<file path="src/rtl/sha1_round_ctrl.sv">
// SHA-1 compression sequencer: one round per clock, 16-word rolling schedule, digest add.
// Optional feature macro SHA1_CHAIN_EN: chain=1 at start resumes from the current digest.
module sha1_round_ctrl #(
  parameter int ROUNDS = 80,
  parameter int IDX_W  = 7
) (
  input  logic             wb_clk_i,
  input  logic             reset,
  input  logic             start,
  input  logic             abort,
  input  logic             chain,
  input  logic [511:0]     message,
  output logic             busy,
  output logic             done,
  output logic             panic,
  output logic [IDX_W-1:0] round_idx,
  output logic [159:0]     digest
);

  typedef enum logic [1:0] {IDLE, ROUND, FINAL, DONE} state_t;

  localparam logic [159:0] IV = {32'h67452301, 32'hEFCDAB89, 32'h98BADCFE,
                                 32'h10325476, 32'hC3D2E1F0};

  state_t       state;
  logic [31:0]  w [16];
  logic [31:0]  a, b, c, d, e;
  logic [159:0] h_init, h_sum;
  logic         fin_ph;

  logic [3:0]   slot;
  logic [31:0]  w_mix, w_new, wt, f, k, temp;
  logic [159:0] h_start;

`ifdef SHA1_CHAIN_EN
  assign h_start = chain ? digest : IV;
`else
  logic chain_unused;
  assign chain_unused = chain;
  assign h_start = IV;
`endif

  assign slot = round_idx[3:0];

  // Round datapath: slots t+13, t+8, t+2, t (mod 16) hold W[t-3], W[t-8], W[t-14], W[t-16]
  always_comb begin
    w_mix = w[slot + 4'd13] ^ w[slot + 4'd8] ^ w[slot + 4'd2] ^ w[slot];
    w_new = {w_mix[30:0], w_mix[31]};
    if (round_idx < IDX_W'(16)) begin
      wt = w[slot];
    end else begin
      wt = w_new;
    end
    if (round_idx < IDX_W'(20)) begin
      f = (b & c) | (~b & d);
      k = 32'h5A827999;
    end else if (round_idx < IDX_W'(40)) begin
      f = b ^ c ^ d;
      k = 32'h6ED9EBA1;
    end else if (round_idx < IDX_W'(60)) begin
      f = (b & c) | (b & d) | (c & d);
      k = 32'h8F1BBCDC;
    end else begin
      f = b ^ c ^ d;
      k = 32'hCA62C1D6;
    end
    temp = {a[26:0], a[31:27]} + f + e + k + wt;
  end

  // Sequencer FSM; FINAL takes two cycles so the digest adds are registered before output
  always_ff @(posedge wb_clk_i or posedge reset) begin
    if (reset) begin
      state     <= IDLE;
      busy      <= 1'b0;
      done      <= 1'b0;
      panic     <= 1'b0;
      round_idx <= '0;
      digest    <= '0;
      h_init    <= '0;
      h_sum     <= '0;
      fin_ph    <= 1'b0;
      {a, b, c, d, e} <= '0;
      for (int i = 0; i < 16; i++) w[i] <= '0;
    end else begin
      done <= 1'b0;
      if (start && state != IDLE) panic <= 1'b1;
      case (state)
        IDLE: begin
          if (start && !abort) begin
            for (int i = 0; i < 16; i++) w[i] <= message[511 - 32*i -: 32];
            {a, b, c, d, e} <= h_start;
            h_init    <= h_start;
            panic     <= 1'b0;
            round_idx <= '0;
            busy      <= 1'b1;
            state     <= ROUND;
          end
        end
        ROUND: begin
          if (abort) begin
            busy      <= 1'b0;
            round_idx <= '0;
            state     <= IDLE;
          end else begin
            if (round_idx >= IDX_W'(16)) w[slot] <= w_new;
            e <= d;
            d <= c;
            c <= {b[1:0], b[31:2]};
            b <= a;
            a <= temp;
            if (round_idx == IDX_W'(ROUNDS - 1)) begin
              fin_ph <= 1'b0;
              state  <= FINAL;
            end else begin
              round_idx <= round_idx + IDX_W'(1);
            end
          end
        end
        FINAL: begin
          if (abort) begin
            busy      <= 1'b0;
            round_idx <= '0;
            state     <= IDLE;
          end else if (!fin_ph) begin
            h_sum  <= {h_init[159:128] + a, h_init[127:96] + b, h_init[95:64] + c,
                       h_init[63:32] + d, h_init[31:0] + e};
            fin_ph <= 1'b1;
          end else begin
            digest <= h_sum;
            done   <= 1'b1;
            busy   <= 1'b0;
            state  <= DONE;
          end
        end
        DONE: begin
          round_idx <= '0;
          state     <= IDLE;
        end
        default: begin
          busy      <= 1'b0;
          round_idx <= '0;
          state     <= IDLE;
        end
      endcase
    end
  end

endmodule

</file>
<file path="config.mk">
export PLATFORM = sky130hd
export DESIGN_NAME = sha1_round_ctrl
export DESIGN_NICKNAME = d
export VERILOG_FILES = /design/src/rtl/sha1_round_ctrl.sv
export SDC_FILE = /design/constraint.sdc
export NUM_CORES = 2
export LEC_CHECK = 0
export CORE_MARGIN = 1
export CORE_UTILIZATION = 43
export CTS_BUF_LIST = sky130_fd_sc_hd__clkbuf_2 sky130_fd_sc_hd__clkbuf_4 sky130_fd_sc_hd__clkbuf_8
export DETAILED_ROUTE_END_ITERATION = 10
export GPL_TIMING_DRIVEN = 0
export PLACE_DENSITY_LB_ADDON = 0.3
export SLEW_MARGIN = 20
export SYNTH_ARGS = -nofsm -noshare
export SYNTH_HDL_FRONTEND = slang
export SYNTH_SLANG_ARGS = --single-unit
</file>
<file path="constraint.sdc">
create_clock -name wb_clk_i -period 97.8 [get_ports wb_clk_i]
set_input_delay 9.78 -clock wb_clk_i [delete_from_list [all_inputs] [get_ports wb_clk_i]]
set_output_delay 9.78 -clock wb_clk_i [all_outputs]
set_load 0.01 [all_outputs]
</file>
Word-level counts from Yosys, hierarchy flattened
Cells that the tools add are included.
{ "totals": {"input_bits": 517, "reg_bits": 1006, "ramBits": 0, "mem_bits_ro": 0, "output_inout_bits": 170, "word_cells": 171, "latchBits": 0, "n_memories": 0} }
{ "op_classes": {"n_shift": 0, "muxes": 67, "magnitude_cmp": 10, "n_div": 0, "n_eq_ne": 14, "n_addsub": 13, "multipliers": 0, "bitwise": 19, "n_reduce_logical": 18} }
{ "ops": {"columns": ["cell", "count"], "rows": [
  ["$mux W512", 3],
  ["$pmux W512 S2", 1],
  ["$mux W32", 25],
  ["$bmux W32 S4", 4],
  ["$bwmux W512", 1],
  ["$pmux W32 S2", 5],
  ["$add A32 B32 Y32", 7],
  ["$xor A32 B32 Y32", 5],
  ["$and A32 B32 Y32", 4],
  ["$demux W32 S4", 1],
  ["$or A32 B32 Y32", 3],
  ["$add A29 B32 Y32", 1],
  ["$add A31 B32 Y32", 1],
  ["$not A32 Y32", 1],
  ["$mux W31", 1],
  ["$mux W7", 4],
  ["$pmux W7 S4", 1],
  ["$ge A5 B5 Y1 const B", 4],
  ["$not A4 Y5", 4],
  ["$reduce_and A3 Y1", 5],
  ["$lt A7 B5 Y1 const B", 2],
  ["$lt A7 B6 Y1 const B", 2],
  ["$ne A2 B2 Y1 const B", 7],
  ["$mux W1", 13],
  ["other kinds (21)", 36]
]} }

Longest topological paths before layout
{ "depth": {"word_depth": 12, "ltp_mapped": 33, "ltp_nobuf": 27} }

Least setup slack after synthesis
No wires, ideal clock.
{ "synth_path": {"path_kind": "input to register", "start": "input port abort", "end": "register w[106] (netlist bit)", "setup_ns": 0.134, "required_time_ns": 97.666, "path_slack_ns": 85.975, "t_arrival_ns": 11.691, "path_stages": 7, "path_buffers": 3, "path_cell_list": "clkbuf_1 > nor2_1 > nand2_1 > clkbuf_1 > a21oi_1 > dlygate4sd3_1 > a21oi_1"} }
{ "synth_via": {"elab_chain_cells": 4, "elab_cells_between_ends": 5, "classes_between": "2 x eq/ne; 3 x reduce/logical"} }
{ "synth_rtl": {"columns": ["item", "line_no", "source"], "rows": [
  ["start, declared", "10", "input logic abort,"],
  ["$logic_not A1 Y1", "89", "if (start && !abort) begin"],
  ["$logic_and A1 B1 Y1", "89", null],
  ["$ne A2 B2 Y1 (no source line)", null, null],
  ["$reduce_and A4 Y1 (no source line) *", null, null],
  ["end signal, assigned by index", "105", "if (round_idx >= IDX_W'(16)) w[slot] <= w_new;"],
  ["end, declared", "26", "logic [31:0] w [16];"]
]} }
Mark *: on every way between the ends. The rest lies on a longest branch, timed or not.
A chain may end at the register's enable or synchronous reset.

Worst setup path after layout
{ "layout_path": {"start": "input port start", "end": "register w[236] (netlist bit)"} }
{ "layout_via": {"elab_chain_cells": 3} }
{ "layout_rtl": {"columns": ["item", "line_no", "source"], "rows": [
  ["start, declared", "9", "input logic start,"],
  ["$logic_and A1 B1 Y1", "89", null],
  ["$ne A2 B2 Y1 (no source line)", null, null],
  ["$reduce_and A4 Y1 (no source line)", null, null]
]} }
No other way between the ends.

==> flow_summary.toml <==
[worst_setup_path]
critPathSlowestCell = "dlygate4sd3_1"
crit_path_end = "w[236]"
max_stage_delay_ns = 1.33
cp-end-kind = "flop"
path_class = "in -> reg"
cp_top_family = "buffers and inverters"
required_ns = 98.61
crit_start = "start"
path_buf_inv = 3
cp_max_fo = 10
startpoint_type = "input pin"
path_cells = "clkdlybuf4s50_1 > mux2i_1 > nor2_1 > nand2_1 > clkbuf_1 > a21oi_1 > dlygate4sd3_1 > a21oi_1"
worstReg2RegStart = "round_idx[1]"
reg2reg_depth = 31
crit_top_cell = "a21oi_1"
reg2reg_setup_slack_ns = 86.15
worst-path-stages = 8
r2r_end = "a[28]"
worstPathArrival_ns = 13.86

[detailed_routing]
drt_iter0_drc = 7784
drt_drc_violations_left = 58
postRouteAntennaNets = 0
wl_per_cell_um = 34.1
via_count = 60200
dr.pass1.iters = 11
viasPerCell = 6.41
routed_wl_um = 320000

[floorplanning]
floorplan.die.width_um = 397
initial_core_util = 0.434
fp-row-count = 144
die_area_um2 = 157000
die_h_um = 397
coreArea_um2 = 154000
io_pins = 687

[layout]
area_growth_pct = 20.9
final_nets = 7954
layout-drive-gt1-share = 0.191
nFillCells = 13900

[sta]
finalHoldViolCount = 0
finalClockSkew_ns = 0.0855
setup_tns_ns = 0
grt_setup_unrepaired = "no"
max-slew-margin-rel = 0.108
tightestPinTransition_ns = 1.34
max_freq_mhz = 76.6
setup_viol = 0
finalMaxSlewViolations = 0
finalCriticalPeriod_ns = 13.05
setup_ws_ns = 84.75
fin_crit_sh = 0.133

[yosys]
ys_seq_area_frac = 0.376
synth.most_common_cell = "dfrtp_1"
yosys_warnings = 0
async_reset_ff_frac = 1.00
syn_area_per_cell_um2 = 10.6
ys_ff_latch = 1006
synth_top_area_share = 0.376
syn_nets = 7072
netlist_area_um2 = 67000
yosys.area.top_type = "dfrtp_1"
synth_edf_count = 0
synth_common_cells = "dfrtp_1, a21oi_1, nor2_1, nor2b_1, mux4_2"
ys.flop_type = "dfrtp_1"
synth.area.top_cells = "dfrtp_1, mux4_2, a21oi_1"
synth_cells = 6307
ys_types = 84

[hold_path]
hold_class = "reg -> reg"
hold_depth = 2

[placed_design]
io_buffers = 684
place.gp.congestion = 1.06
pre_cts_slack_ns = 84.12
place_hpwl_um = 248000

[clock_tree]
cts_setup_buffers = 0
clk_pin_slew_ns = 0.05
worstSkewPairLatency_ns = 1.01
numCtsBuffers = 184
holdBufCountCts = 0
clockBufferDepth = 3
htree_levels = 4
root_buffer = "clkbuf_8"
cts_tree = "yes"
numClockSinks = 1006
cts_resized = 0

[grt]
use_met2 = 0.604
grt_max_degree = 110
grt_util_met1 = 0.479
grt.overflow.total = 0
antenna_found_initial = 27
grt_pass1_vias = 59300
grt_usage = 0.402
grt.busiest_layer = "met2"
met3_usage = 0.142
grt_first_pass_wirelength_um = 443000

[status]
violations = "DRC"
status = "finished with violations"

[flow_run]
max-cap-violations = 0
-- cell type report --
class	instances	area [um^2]	area share
clock inverters	45	632	0.00780
repair buffers	696	7160	0.0883
inverters	178	676	0.00834
well taps	2044	2560	0.0316
clock buffers	284	3580	0.0441
flip-flops and latches	1006	25200	0.311
diodes	11	27.5	0.000340
plain buffers	495	2740	0.0338
multi-input cells	4628	38500	0.475
-- routing by layer --
metal,wire [um],vias up
li1,-,24300
met1,113000,30100
met2,140000,4582
met3,39100,1227
met4,27400,20
met5,411,-
-- stage by stage --
stage	util	instances	cell area [um^2]	hold WS (ns)
floorplan	-	6307	67000	0.433
global placement	0.495	9035	76400	0.460
detailed placement	0.497	9047	76800	0.466
CTS	0.524	9376	81000	0.479
global route	0.525	9380	81000	0.497
finish	0.525	9387	81000	0.471
-- registers in the layout (all words and copies together) (netlist names) --
register / flops
panic: 1
done: 1
b: 32
h_sum: 160
a: 32
busy: 1
round_idx: 7
d: 32
w: 512
fin_ph: 1
state: 2
e: 32
c: 32
h_init: 1
digest: 160
-- worst min-delay path by stage --
stage / start / end / slack [ns]
6_report: h_sum[106] / h_sum[106] / 0.47
5_1_grt: h_sum[62] / h_sum[62] / 0.50
4_1_cts: h_sum[106] / h_sum[106] / 0.48
3_5_place_dp: h_sum[106] / h_sum[106] / 0.47
3_3_place_gp: h_sum[33] / h_sum[33] / 0.46
2_1_floorplan: h_sum[30] / h_sum[30] / 0.43
-- cells by family after synthesis --
logic type / synth area share
xor+xnor: 0.0431
fa+ha+maj: 0.0601
mux: 0.200
simple gates: 0.123
flops: 0.376
compound gates: 0.147
buf+inv: 0.0505
-- worst reg2reg max path: cells and delay by family, from the launching register on --
| family | cells | cell delay, ns |
|---|---|---|
| buf+inv | 10 | 3.34 |
| compound gates | 9 | 2.61 |
| fa+ha+maj | 5 | 2.18 |
| xor+xnor | 3 | 1.36 |
| mux | 2 | 0.93 |
| flops | 1 | 0.55 |
| simple gates | 2 | 0.51 |
-- cell usage in the layout (no fill, tap or decap), types with 175 or more instances in the layout --
master,synthesis,final
inv_1,176,175
clkdlybuf4s50_1,0,684
o21ai_0,211,211
a21oi_1,956,951
mux4_2,391,391
a21oi_2,207,212
mux2_2,192,192
dfrtp_1,1006,1005
nor2b_1,437,436
nor2_1,669,669
clkbuf_8,6,237
nand2_1,354,354
clkbuf_1,290,279
Power is not shown: default switching activity piles up to over one toggle a cycle in this logic, so the estimate is an artifact.
